<file path="src/rtl/easyaxi_rd_arb.sv">
// rtl/easyaxi_rd_arb.sv - two-master round-robin AXI read arbiter with burst length check
`ifndef AXI_ID_W
`define AXI_ID_W 4
`endif
`ifndef AXI_ADDR_W
`define AXI_ADDR_W 32
`endif
`ifndef AXI_LEN_W
`define AXI_LEN_W 8
`endif
`ifndef AXI_SIZE_W
`define AXI_SIZE_W 3
`endif
`ifndef AXI_BURST_W
`define AXI_BURST_W 2
`endif
`ifndef AXI_DATA_W
`define AXI_DATA_W 32
`endif
`ifndef AXI_RESP_W
`define AXI_RESP_W 2
`endif
`ifndef AXI_USER_W
`define AXI_USER_W 4
`endif

module easyaxi_rd_arb (
  input  logic                    clk,
  input  logic                    rst,
  // master 0
  input  logic                    axi_m0_arvalid,
  input  logic [`AXI_ID_W-1:0]    axi_m0_arid,
  input  logic [`AXI_ADDR_W-1:0]  axi_m0_araddr,
  input  logic [`AXI_LEN_W-1:0]   axi_m0_arlen,
  input  logic [`AXI_SIZE_W-1:0]  axi_m0_arsize,
  input  logic [`AXI_BURST_W-1:0] axi_m0_arburst,
  input  logic [`AXI_USER_W-1:0]  axi_m0_aruser,
  output logic                    axi_m0_arready,
  output logic                    axi_m0_rvalid,
  output logic [`AXI_ID_W-1:0]    axi_m0_rid,
  output logic [`AXI_DATA_W-1:0]  axi_m0_rdata,
  output logic [`AXI_RESP_W-1:0]  axi_m0_rresp,
  output logic                    axi_m0_rlast,
  output logic [`AXI_USER_W-1:0]  axi_m0_ruser,
  input  logic                    axi_m0_rready,
  // master 1
  input  logic                    axi_m1_arvalid,
  input  logic [`AXI_ID_W-1:0]    axi_m1_arid,
  input  logic [`AXI_ADDR_W-1:0]  axi_m1_araddr,
  input  logic [`AXI_LEN_W-1:0]   axi_m1_arlen,
  input  logic [`AXI_SIZE_W-1:0]  axi_m1_arsize,
  input  logic [`AXI_BURST_W-1:0] axi_m1_arburst,
  input  logic [`AXI_USER_W-1:0]  axi_m1_aruser,
  output logic                    axi_m1_arready,
  output logic                    axi_m1_rvalid,
  output logic [`AXI_ID_W-1:0]    axi_m1_rid,
  output logic [`AXI_DATA_W-1:0]  axi_m1_rdata,
  output logic [`AXI_RESP_W-1:0]  axi_m1_rresp,
  output logic                    axi_m1_rlast,
  output logic [`AXI_USER_W-1:0]  axi_m1_ruser,
  input  logic                    axi_m1_rready,
  // slave
  output logic                    axi_s_arvalid,
  output logic [`AXI_ID_W-1:0]    axi_s_arid,
  output logic [`AXI_ADDR_W-1:0]  axi_s_araddr,
  output logic [`AXI_LEN_W-1:0]   axi_s_arlen,
  output logic [`AXI_SIZE_W-1:0]  axi_s_arsize,
  output logic [`AXI_BURST_W-1:0] axi_s_arburst,
  output logic [`AXI_USER_W-1:0]  axi_s_aruser,
  input  logic                    axi_s_arready,
  input  logic                    axi_s_rvalid,
  input  logic [`AXI_ID_W-1:0]    axi_s_rid,
  input  logic [`AXI_DATA_W-1:0]  axi_s_rdata,
  input  logic [`AXI_RESP_W-1:0]  axi_s_rresp,
  input  logic                    axi_s_rlast,
  input  logic [`AXI_USER_W-1:0]  axi_s_ruser,
  output logic                    axi_s_rready,
  // status
  output logic                    busy,
  output logic                    grant,
  output logic                    len_err
);

  typedef enum logic [1:0] {IDLE, ADDR, DATA} state_t;

  state_t                 r_state;
  state_t                 w_state_nxt;
  logic                   r_grant;
  logic                   r_last_grant;
  logic                   r_len_err;
  logic [`AXI_LEN_W-1:0]  r_len_q;
  logic [`AXI_LEN_W:0]    r_beat_cnt;

  logic                   w_any_req;
  logic                   w_win;
  logic                   w_arvalid_sel;
  logic [`AXI_LEN_W-1:0]  w_arlen_sel;
  logic                   w_rready_sel;
  logic                   w_ar_hs;
  logic                   w_r_hs;
  logic                   w_len_hit;

  // On a tie the master that was not served last wins; otherwise the sole requester.
  assign w_any_req     = axi_m0_arvalid | axi_m1_arvalid;
  assign w_win         = (axi_m0_arvalid & axi_m1_arvalid) ? ~r_last_grant : axi_m1_arvalid;
  assign w_arvalid_sel = r_grant ? axi_m1_arvalid : axi_m0_arvalid;
  assign w_arlen_sel   = r_grant ? axi_m1_arlen   : axi_m0_arlen;
  assign w_rready_sel  = r_grant ? axi_m1_rready  : axi_m0_rready;
  assign w_ar_hs       = (r_state == ADDR) & w_arvalid_sel & axi_s_arready;
  assign w_r_hs        = (r_state == DATA) & axi_s_rvalid & w_rready_sel;
  assign w_len_hit     = (r_beat_cnt == {1'b0, r_len_q});

  assign busy    = (r_state != IDLE);
  assign grant   = r_grant;
  assign len_err = r_len_err;

  // State register, grant/round-robin history, beat counter and length-error pulse.
  always_ff @(posedge clk) begin
    if (rst) begin
      r_state      <= IDLE;
      r_grant      <= 1'b0;
      r_last_grant <= 1'b1;
      r_len_q      <= '0;
      r_beat_cnt   <= '0;
      r_len_err    <= 1'b0;
    end else begin
      r_state   <= w_state_nxt;
      r_len_err <= 1'b0;
      unique case (r_state)
        IDLE: begin
          if (w_any_req) r_grant <= w_win;
        end
        ADDR: begin
          if (w_ar_hs) begin
            r_len_q    <= w_arlen_sel;
            r_beat_cnt <= '0;
          end
        end
        DATA: begin
          if (w_r_hs) begin
            r_beat_cnt <= r_beat_cnt + {{`AXI_LEN_W{1'b0}}, 1'b1};
            if (axi_s_rlast) begin
              r_last_grant <= r_grant;
              r_len_err    <= ~w_len_hit;
            end else if (w_len_hit) begin
              r_len_err    <= 1'b1;
            end
          end
        end
        default: ;
      endcase
    end
  end

  // Next state plus the AR/R steering muxes; everything idles at zero by default.
  always_comb begin
    w_state_nxt    = r_state;
    axi_s_arvalid  = 1'b0;
    axi_s_arid     = '0;
    axi_s_araddr   = '0;
    axi_s_arlen    = '0;
    axi_s_arsize   = '0;
    axi_s_arburst  = '0;
    axi_s_aruser   = '0;
    axi_s_rready   = 1'b0;
    axi_m0_arready = 1'b0;
    axi_m1_arready = 1'b0;
    axi_m0_rvalid  = 1'b0;
    axi_m0_rid     = '0;
    axi_m0_rdata   = '0;
    axi_m0_rresp   = '0;
    axi_m0_rlast   = 1'b0;
    axi_m0_ruser   = '0;
    axi_m1_rvalid  = 1'b0;
    axi_m1_rid     = '0;
    axi_m1_rdata   = '0;
    axi_m1_rresp   = '0;
    axi_m1_rlast   = 1'b0;
    axi_m1_ruser   = '0;
    unique case (r_state)
      IDLE: begin
        if (w_any_req) w_state_nxt = ADDR;
      end
      ADDR: begin
        axi_s_arvalid = w_arvalid_sel;
        axi_s_arid    = r_grant ? axi_m1_arid    : axi_m0_arid;
        axi_s_araddr  = r_grant ? axi_m1_araddr  : axi_m0_araddr;
        axi_s_arlen   = w_arlen_sel;
        axi_s_arsize  = r_grant ? axi_m1_arsize  : axi_m0_arsize;
        axi_s_arburst = r_grant ? axi_m1_arburst : axi_m0_arburst;
        axi_s_aruser  = r_grant ? axi_m1_aruser  : axi_m0_aruser;
        if (r_grant) axi_m1_arready = axi_s_arready;
        else         axi_m0_arready = axi_s_arready;
        if (w_ar_hs) w_state_nxt = DATA;
      end
      DATA: begin
        axi_s_rready = w_rready_sel;
        if (r_grant) begin
          axi_m1_rvalid = axi_s_rvalid;
          axi_m1_rid    = axi_s_rid;
          axi_m1_rdata  = axi_s_rdata;
          axi_m1_rresp  = axi_s_rresp;
          axi_m1_rlast  = axi_s_rlast;
          axi_m1_ruser  = axi_s_ruser;
        end else begin
          axi_m0_rvalid = axi_s_rvalid;
          axi_m0_rid    = axi_s_rid;
          axi_m0_rdata  = axi_s_rdata;
          axi_m0_rresp  = axi_s_rresp;
          axi_m0_rlast  = axi_s_rlast;
          axi_m0_ruser  = axi_s_ruser;
        end
        if (w_r_hs && axi_s_rlast) w_state_nxt = IDLE;
      end
      default: w_state_nxt = IDLE;
    endcase
  end

endmodule

</file>
<file path="config.mk">
export PLATFORM = sky130hd
export DESIGN_NAME = easyaxi_rd_arb
export DESIGN_NICKNAME = d
export VERILOG_FILES = /design/src/rtl/easyaxi_rd_arb.sv
export SDC_FILE = /design/constraint.sdc
export NUM_CORES = 1
export LEC_CHECK = 0
export CORE_AREA = 2 2 120 122
export CTS_BUF_LIST = sky130_fd_sc_hd__clkbuf_8
export CTS_CLUSTER_DIAMETER = 50
export DETAILED_ROUTE_END_ITERATION = 8
export DIE_AREA = 0 0 122 124
export PLACE_DENSITY = 0.71
export SYNTH_ARGS = -nofsm -noshare
export SYNTH_HDL_FRONTEND = slang
export SYNTH_SLANG_ARGS = --single-unit
</file>
<file path="constraint.sdc">
create_clock -name clk -period 2.8 [get_ports clk]
set_input_delay 0.56 -clock clk [delete_from_list [all_inputs] [get_ports clk]]
set_output_delay 0.56 -clock clk [all_outputs]
set_load 0.02 [all_outputs]
</file>
==> results of run 1 <==
[kinds of logic (layout without fill, tap and decap cells)]
kind of cell               Yosys count  in the layout  share of synthesized area
and+or+nand+nor                    197            197                      0.407
muxes                               58             58                      0.236
buffers and inverters               42            326                     0.0723
AOI/OAI and AO/OA                   25             25                     0.0743
DFF                                 22             22                      0.174
xor gates and xnor gates             9              9                     0.0312
adders and majority gates            1              1                    0.00495
[cell type report]
cell class	instances	area, um2
Inverter	4	15.0
Timing Repair Buffer	318	3210
Clock buffer	4	55.1
Sequential cell	22	444
Fill cell	1353	7860
Tap cell	180	225
Multi-Input combinational cell	290	1910
[power by group through the flow]
stage | sequential, mW | combinational [mW] | clock (mW)
after floorplan | 0.339 | 0.330 | 0
after global placement | 0.348 | 0.795 | 0
after detailed placement | 0.349 | 0.804 | 0
after CTS | 0.341 | 0.808 | 0.231
after global routing | 0.343 | 0.852 | 0.244
final | 0.340 | 0.797 | 0.225
[how the worst max path moves through the flow]
| stage | slack (ns) | start | to |
|---|---|---|---|
| after floorplan | 0.83 | grant | axi_s_araddr[0] |
| after global placement | 0.27 | axi_m0_arvalid | axi_s_arvalid |
| after detailed placement | 0.26 | axi_m0_arvalid | axi_s_arvalid |
| after CTS | 0.11 | grant | axi_s_arid[2] |
| after global routing | 0.02 | grant | axi_s_araddr[28] |
| final | 0.13 | grant | axi_s_arid[2] |
[tightest hold or removal path: stages, from the launching register on]
cell and delay (ns):
dfxtp_1 0.35, mux2i_1 0.08, nand2_1 0.06
[state kept, by name (all words and copies together), names as in the netlist]
name          count
len_err           1
r_len_q           8
grant             1
r_state           2
r_beat_cnt        9
r_last_grant      1
[Yosys cell counts (2+ instances only)]
library cell / number / area [um2]
a211oi_1: 8 / 60.1
a21oi_1: 3 / 15.0
a311oi_1: 3 / 26.3
a32o_1: 2 / 20.0
and3_1: 89 / 557
buf_2: 11 / 55.1
clkbuf_1: 24 / 90.1
dfxtp_1: 22 / 440
inv_1: 4 / 15.0
mux2_2: 2 / 22.5
mux2i_1: 55 / 551
nand2_1: 9 / 33.8
nand2b_1: 2 / 12.5
nand3_1: 5 / 25.0
nand3b_1: 2 / 15.0
nand4_1: 2 / 12.5
nor2_1: 75 / 282
nor3_1: 5 / 25.0
nor4_1: 2 / 12.5
o21ai_0: 3 / 15.0
xnor2_1: 8 / 70.1
[per-stage QoR]
stage | hold slack, ns | cells | setup WS [ns] | instance area [um2]
global placement | 0.469 | 814 | 0.271 | 5800
detailed placement | 0.488 | 814 | 0.257 | 5800
floorplan | 0.440 | 354 | 0.832 | 2520
finish | 0.514 | 818 | 0.133 | 5860
CTS | 0.514 | 818 | 0.114 | 5860
global route | 0.538 | 818 | 0.0201 | 5860
[per-layer routing]
| metal | track usage | up-vias | part of all wire |
|---|---|---|---|
| met5 | 0 | - | 0 |
| met4 | 0.0201 | 0 | 0.0062 |
| met3 | 0.0243 | 10 | 0.085 |
| met2 | 0.331 | 210 | 0.54 |
| met1 | 0.168 | 1692 | 0.37 |
| li1 | - | 1820 | - |
==> impl_results.md, run 1 <==
* Num rows at 43
* Horiz. Die Dim at 122 um
* FF-to-FF setup slack at 0.77 ns
* #FFs+latches synth at 22
* Worst slew margin at 0.738
* Tcrit/Tclk final at 0.952
* P_sw at 0.470 mW
* Crit path DAT at 2.11 ns
* Fmax at 375 MHz
* Leak at 2.35 nW
* Min cycle time layout at 2.67 ns
* Seq pwr share at 0.250
* Commonest cells after routing, fill and taps aside: 302 x clkdlybuf4s50_1, 89 x and3_1, 75 x nor2_1
* Clock Latency Late Sink at 0.26 ns
* 1st-pass router iterations at 4
* Core Area at 13700 um2
* Post-CTS sizing at 0
* Die area at 15100 um2
* CP peak stage delay at 0.65 ns
* Total Wirelength at 12900 um
* Distinct cells, synth at 39
* Post-Syn Area at 2520 um2
* Final setup vio count at 0
* Slew Limit Fails at 0
* TritonCTS Sinks at 22
* Synth Instances at 354
* Final GP Congestion at 0.855
* Sum Neg Setup Slack at 0 ns
* Initial DRC count at 189
* PwrDens at 233 nW/um2
* Detailed placement HPWL at 10900 um
* Async set or reset register ratio after synthesis at 0
* Status: completed
* EDFF count, synth at 0
* Cells along the critical path: buf_4 -> mux2i_1 -> nor2_1 -> clkdlybuf4s50_1
* Via/cell ratio at 4.56
* Logic gate share of total power at 0.585
* Clock-pin slew on the worst setup and hold paths at 0.08 ns
* Critical path's slowest cell: clkdlybuf4s50_1
* WS Path Type: flop to output pin
* Levels on crit path at 4
* Least-Margin Pin Slew at 0.389 ns
* Syn Nets at 512
* CTS tree: done
* Most common cell after layout, fill and taps aside: clkdlybuf4s50_1
* Mapped Avg Cell Area at 7.13 um2
* Setup crit start kind: flop
* R2R depth at 6
* CP max FO at 23
* Post-CTS Setup Inserts at 0
* RR Startpoint: grant
* First-pass GRT wire length at 18800 um
* Initial Util at 0.184
* Gr ovfl total at 0
* Switching fraction of total power at 0.345
* Worst EP required at 2.24 ns
* Hold Path Stages at 2
* Ys flop type: dfxtp_1
* Peak VDD IR at 0.152 mV
* Hold Path Class: flop to flop
* Fin. Hold Viols at 0
* Port Buffers at 304
* Seq/Total Area, Yosys at 0.174
* Hold_buf cts at 0
* Post-route DRC at 0
* Largest net degree at the start of global routing at 79
* FF-to-FF End: r_beat_cnt[7]
* CP Buf/Inv Count at 2
* Max Root-Sink Buffers at 2
* Clock root buffer: clkbuf_8
* RSZ-0062 raised after global routing: false
* Diode count at 0
* Max-cap violations at 0
* DR vias at 3732
* Clock Skews at 0.00126 ns
* Cell Int Power at 0.893 mW
* Global-route usage over all layers at 0.158
* Vias in the first global route at 3507
* CP top delay family: buffers and inverters
* WHS Endpoint: r_last_grant
* Fraction of layout cells with a size suffix above 1 at 0.0470
* # IOs at 305
* CTS Buf Count at 3
* Util after Layout at 0.427
* Wirelength per Cell at 15.8 um
* Tot Pwr at 1.36 mW
* Antenna violations before repair at 0
* Clock power frac at 0.165
* Ys Warns at 0
* Hold Path Origin: r_last_grant
* Area Growth Syn to Fin at 132%
* DIE HEIGHT at 124 um
* Final Net Count at 797
* Routed Antenna Nets at 0
* Worst Setup End Kind: output pin
* H-tree level count at 1
Note: power is estimated with default switching activity, not from simulation.
==> run 2, diff against run 1 <==
--- a/config.mk
+++ b/config.mk
@@ -10,6 +10,7 @@
 export CTS_CLUSTER_DIAMETER = 50
 export DETAILED_ROUTE_END_ITERATION = 8
 export DIE_AREA = 0 0 122 124
+export HOLD_SLACK_MARGIN = 0.08
 export PLACE_DENSITY = 0.71
 export SYNTH_ARGS = -nofsm -noshare
 export SYNTH_HDL_FRONTEND = slang
==> results of run 2 <==
No change in the layout: final DEF, timing and power equal those of run 1.
==> run 3, diff against run 2 <==
--- a/config.mk
+++ b/config.mk
@@ -5,6 +5,7 @@
 export SDC_FILE = /design/constraint.sdc
 export NUM_CORES = 1
 export LEC_CHECK = 0
+export CAP_MARGIN = 30
 export CORE_AREA = 2 2 120 122
 export CTS_BUF_LIST = sky130_fd_sc_hd__clkbuf_8
 export CTS_CLUSTER_DIAMETER = 50
==> constraint.sdc (replaced) <==
create_clock -name clk -period 3.3 [get_ports clk]
set_input_delay 0.66 -clock clk [delete_from_list [all_inputs] [get_ports clk]]
set_output_delay 0.66 -clock clk [all_outputs]
set_load 0.02 [all_outputs]
==> run 3 against run 2 <==
Against the previous run:
- sequential share of layout area rose by 0.095 points
- total power down 18%
- first-iteration DRC count shrank 22%
- largest cell class unchanged
==> impl_results.md, run 3 (same netlist as run 1, synthesis figures left out) <==
* Setup crit start kind: flop (unchanged)
* Crit path DAT at 2.25 ns (was 2.11 ns)
* CP max FO at 34 (was 23)
* Post-route cell area at 5780 um2 (was 5860 um2)
* Total Wirelength at 13000 um (was 12900 um)
* # IOs at 305 (unchanged)
* Post-DP Area at 5740 um2 (was 5800 um2)
* CTS Buf Count at 3 (unchanged)
* Clock Skews at 0.000831 ns (was 0.00126 ns)
* Biggest regs: r_beat_cnt x9, r_len_q x8, r_state x2 (unchanged)
* TritonCTS Sinks at 22 (unchanged)
* Vias in the first global route at 3506 (was 3507)
* Hold Path Class: flop to flop (unchanged)
* Register area at 444 um2 (unchanged)
* Worst EP required at 2.64 ns (was 2.24 ns)
* Final setup vio count at 0 (unchanged)
* RSZ-0062 raised after global routing: false (unchanged)
* Final GP Congestion at 0.872 (was 0.855)
* Commonest cells after routing, fill and taps aside: 304 x clkdlybuf4s50_1, 89 x and3_1, 75 x nor2_1 (was 302 x clkdlybuf4s50_1, 89 x and3_1, 75 x nor2_1)
* Min cycle time layout at 2.91 ns
* Leak at 2.31 nW (was 2.35 nW)
* Max reg flops at 9 (unchanged)
* Max-cap violations at 0 (unchanged)
* Fin. Hold Viols at 0 (unchanged)
* Die area at 15100 um2 (unchanged)
* Horiz. Die Dim at 122 um (unchanged)
* Initial Util at 0.184 (unchanged)
* Antenna violations before repair at 0 (unchanged)
* Worst slack, placed at 0.484 ns (was 0.257 ns)
* Via/cell ratio at 4.48 (was 4.56)
* Final Net Count at 793 (was 797)
* Slew Limit Fails at 0 (unchanged)
* CTS tree: done (unchanged)
* CP peak stage delay at 0.70 ns (was 0.65 ns)
* Cells along the critical path: buf_4 -> mux2i_1 -> nor2_1 -> clkdlybuf4s50_1 (unchanged)
* Largest net degree at the start of global routing at 89 (was 79)
* Initial DRC count at 147 (was 189)
* Clock root buffer: clkbuf_8 (unchanged)
* Core Area at 13700 um2 (unchanged)
* Final WS setup at 0.391 ns (was 0.133 ns)
* Sum Neg Setup Slack at 0 ns (unchanged)
* Clock-pin slew on the worst setup and hold paths at 0.07 ns (was 0.08 ns)
* Fraction of layout cells with a size suffix above 1 at 0.0363 (was 0.0470)
* Non-filler instance count after layout at 814 (was 818)
* DR vias at 3647 (was 3732)
* Largest register by flop count: r_beat_cnt (unchanged)
* Critical path's slowest cell: dfxtp_4 (was clkdlybuf4s50_1)
* Post-CTS Setup Inserts at 0 (unchanged)
* Worst Setup End Kind: output pin (unchanged)
* FF-to-FF setup slack at 1.32 ns (was 0.77 ns)
* Wirelength per Cell at 15.9 um (was 15.8 um)
* 1st-pass router iterations at 4 (unchanged)
* Hold_buf cts at 0 (unchanged)
* Multi-input gate area at 1910 um2 (unchanged)
* Tcrit/Tclk final at 0.881
* Post-CTS sizing at 0 (unchanged)
* WS Path Type: flop to output pin (unchanged)
* Least-Margin Pin Slew at 0.546 ns (was 0.389 ns)
* Fmax at 344 MHz
* Routed Antenna Nets at 0 (unchanged)
* First-pass GRT wire length at 18800 um (about the same)
* Gr ovfl total at 0 (unchanged)
* Status: completed (unchanged)
* Most common cell after layout, fill and taps aside: clkdlybuf4s50_1 (unchanged)
* Clock Latency Late Sink at 0.26 ns (about the same)
* Area Growth Syn to Fin at 129% (was 132%)
* DIE HEIGHT at 124 um (unchanged)
* Post-route DRC at 0 (unchanged)
* Port Buffers at 304 (unchanged)
* Placed cell count at 810 (was 814)
* Detailed placement HPWL at 10800 um (was 10900 um)
* H-tree level count at 1 (unchanged)
* Diode count at 0 (unchanged)
* PwrDens at 193 nW/um2 (was 233 nW/um2)
* Global-route usage over all layers at 0.157 (was 0.158)
* Worst slew margin at 0.636 (was 0.738)
* Fillers at 1345 (was 1353)
* Peak VDD IR at 0.121 mV (was 0.152 mV)
* Max Root-Sink Buffers at 2 (unchanged)
* Num rows at 43 (unchanged)
## run 3: critical path, delay by kind of cell, from the launching register on
family	cells	cell delay (ns)
flip-flops	1	0.70
buffers and inverters	2	1.03
AND/OR/NAND/NOR	1	0.14
multiplexers	1	0.11
## run 3: worst paths after layout
path                  from             to  depth (start not counted)
max                  grant  axi_s_arid[2]                          4
min          r_beat_cnt[8]  r_beat_cnt[8]                          1
max reg2reg          grant  r_beat_cnt[7]                          4
min reg2reg  r_beat_cnt[8]  r_beat_cnt[8]                          1
## run 3: metrics by stage
stage                     utilization  total power [mW]  hold WS (ns)
final                           0.422              1.12         0.507
after global routing            0.422              1.18         0.524
after CTS                       0.422              1.13         0.497
after detailed placement        0.418             0.967         0.477
after global placement          0.418             0.958         0.477
after floorplan                     -             0.567         0.440
## run 3: area by class of cell
| type | count | area share |
|---|---|---|
| timing repair buffer | 314 | 0.543 |
| multi-input combinational | 290 | 0.331 |
| sequential | 22 | 0.0768 |
| tap | 180 | 0.0389 |
| clock buffer | 3 | 0.00714 |
| inverter | 4 | 0.00260 |
| clock inverter | 1 | 0.000649 |
## run 3: per-layer routing
metal / up-vias / GRT usage / wire, um
met5: - / 0 / 0
met4: 0 / 0.0330 / 215
met3: 13 / 0.0362 / 1310
met2: 209 / 0.319 / 6730
met1: 1617 / 0.162 / 4700
li1: 1808 / - / -
## run 3: power by group
part | internal (mW) | switching, mW
combinational | 0.367 | 0.290
clock | 0.0828 | 0.0803
sequential | 0.274 | 0.0209
total | 0.724 | 0.392
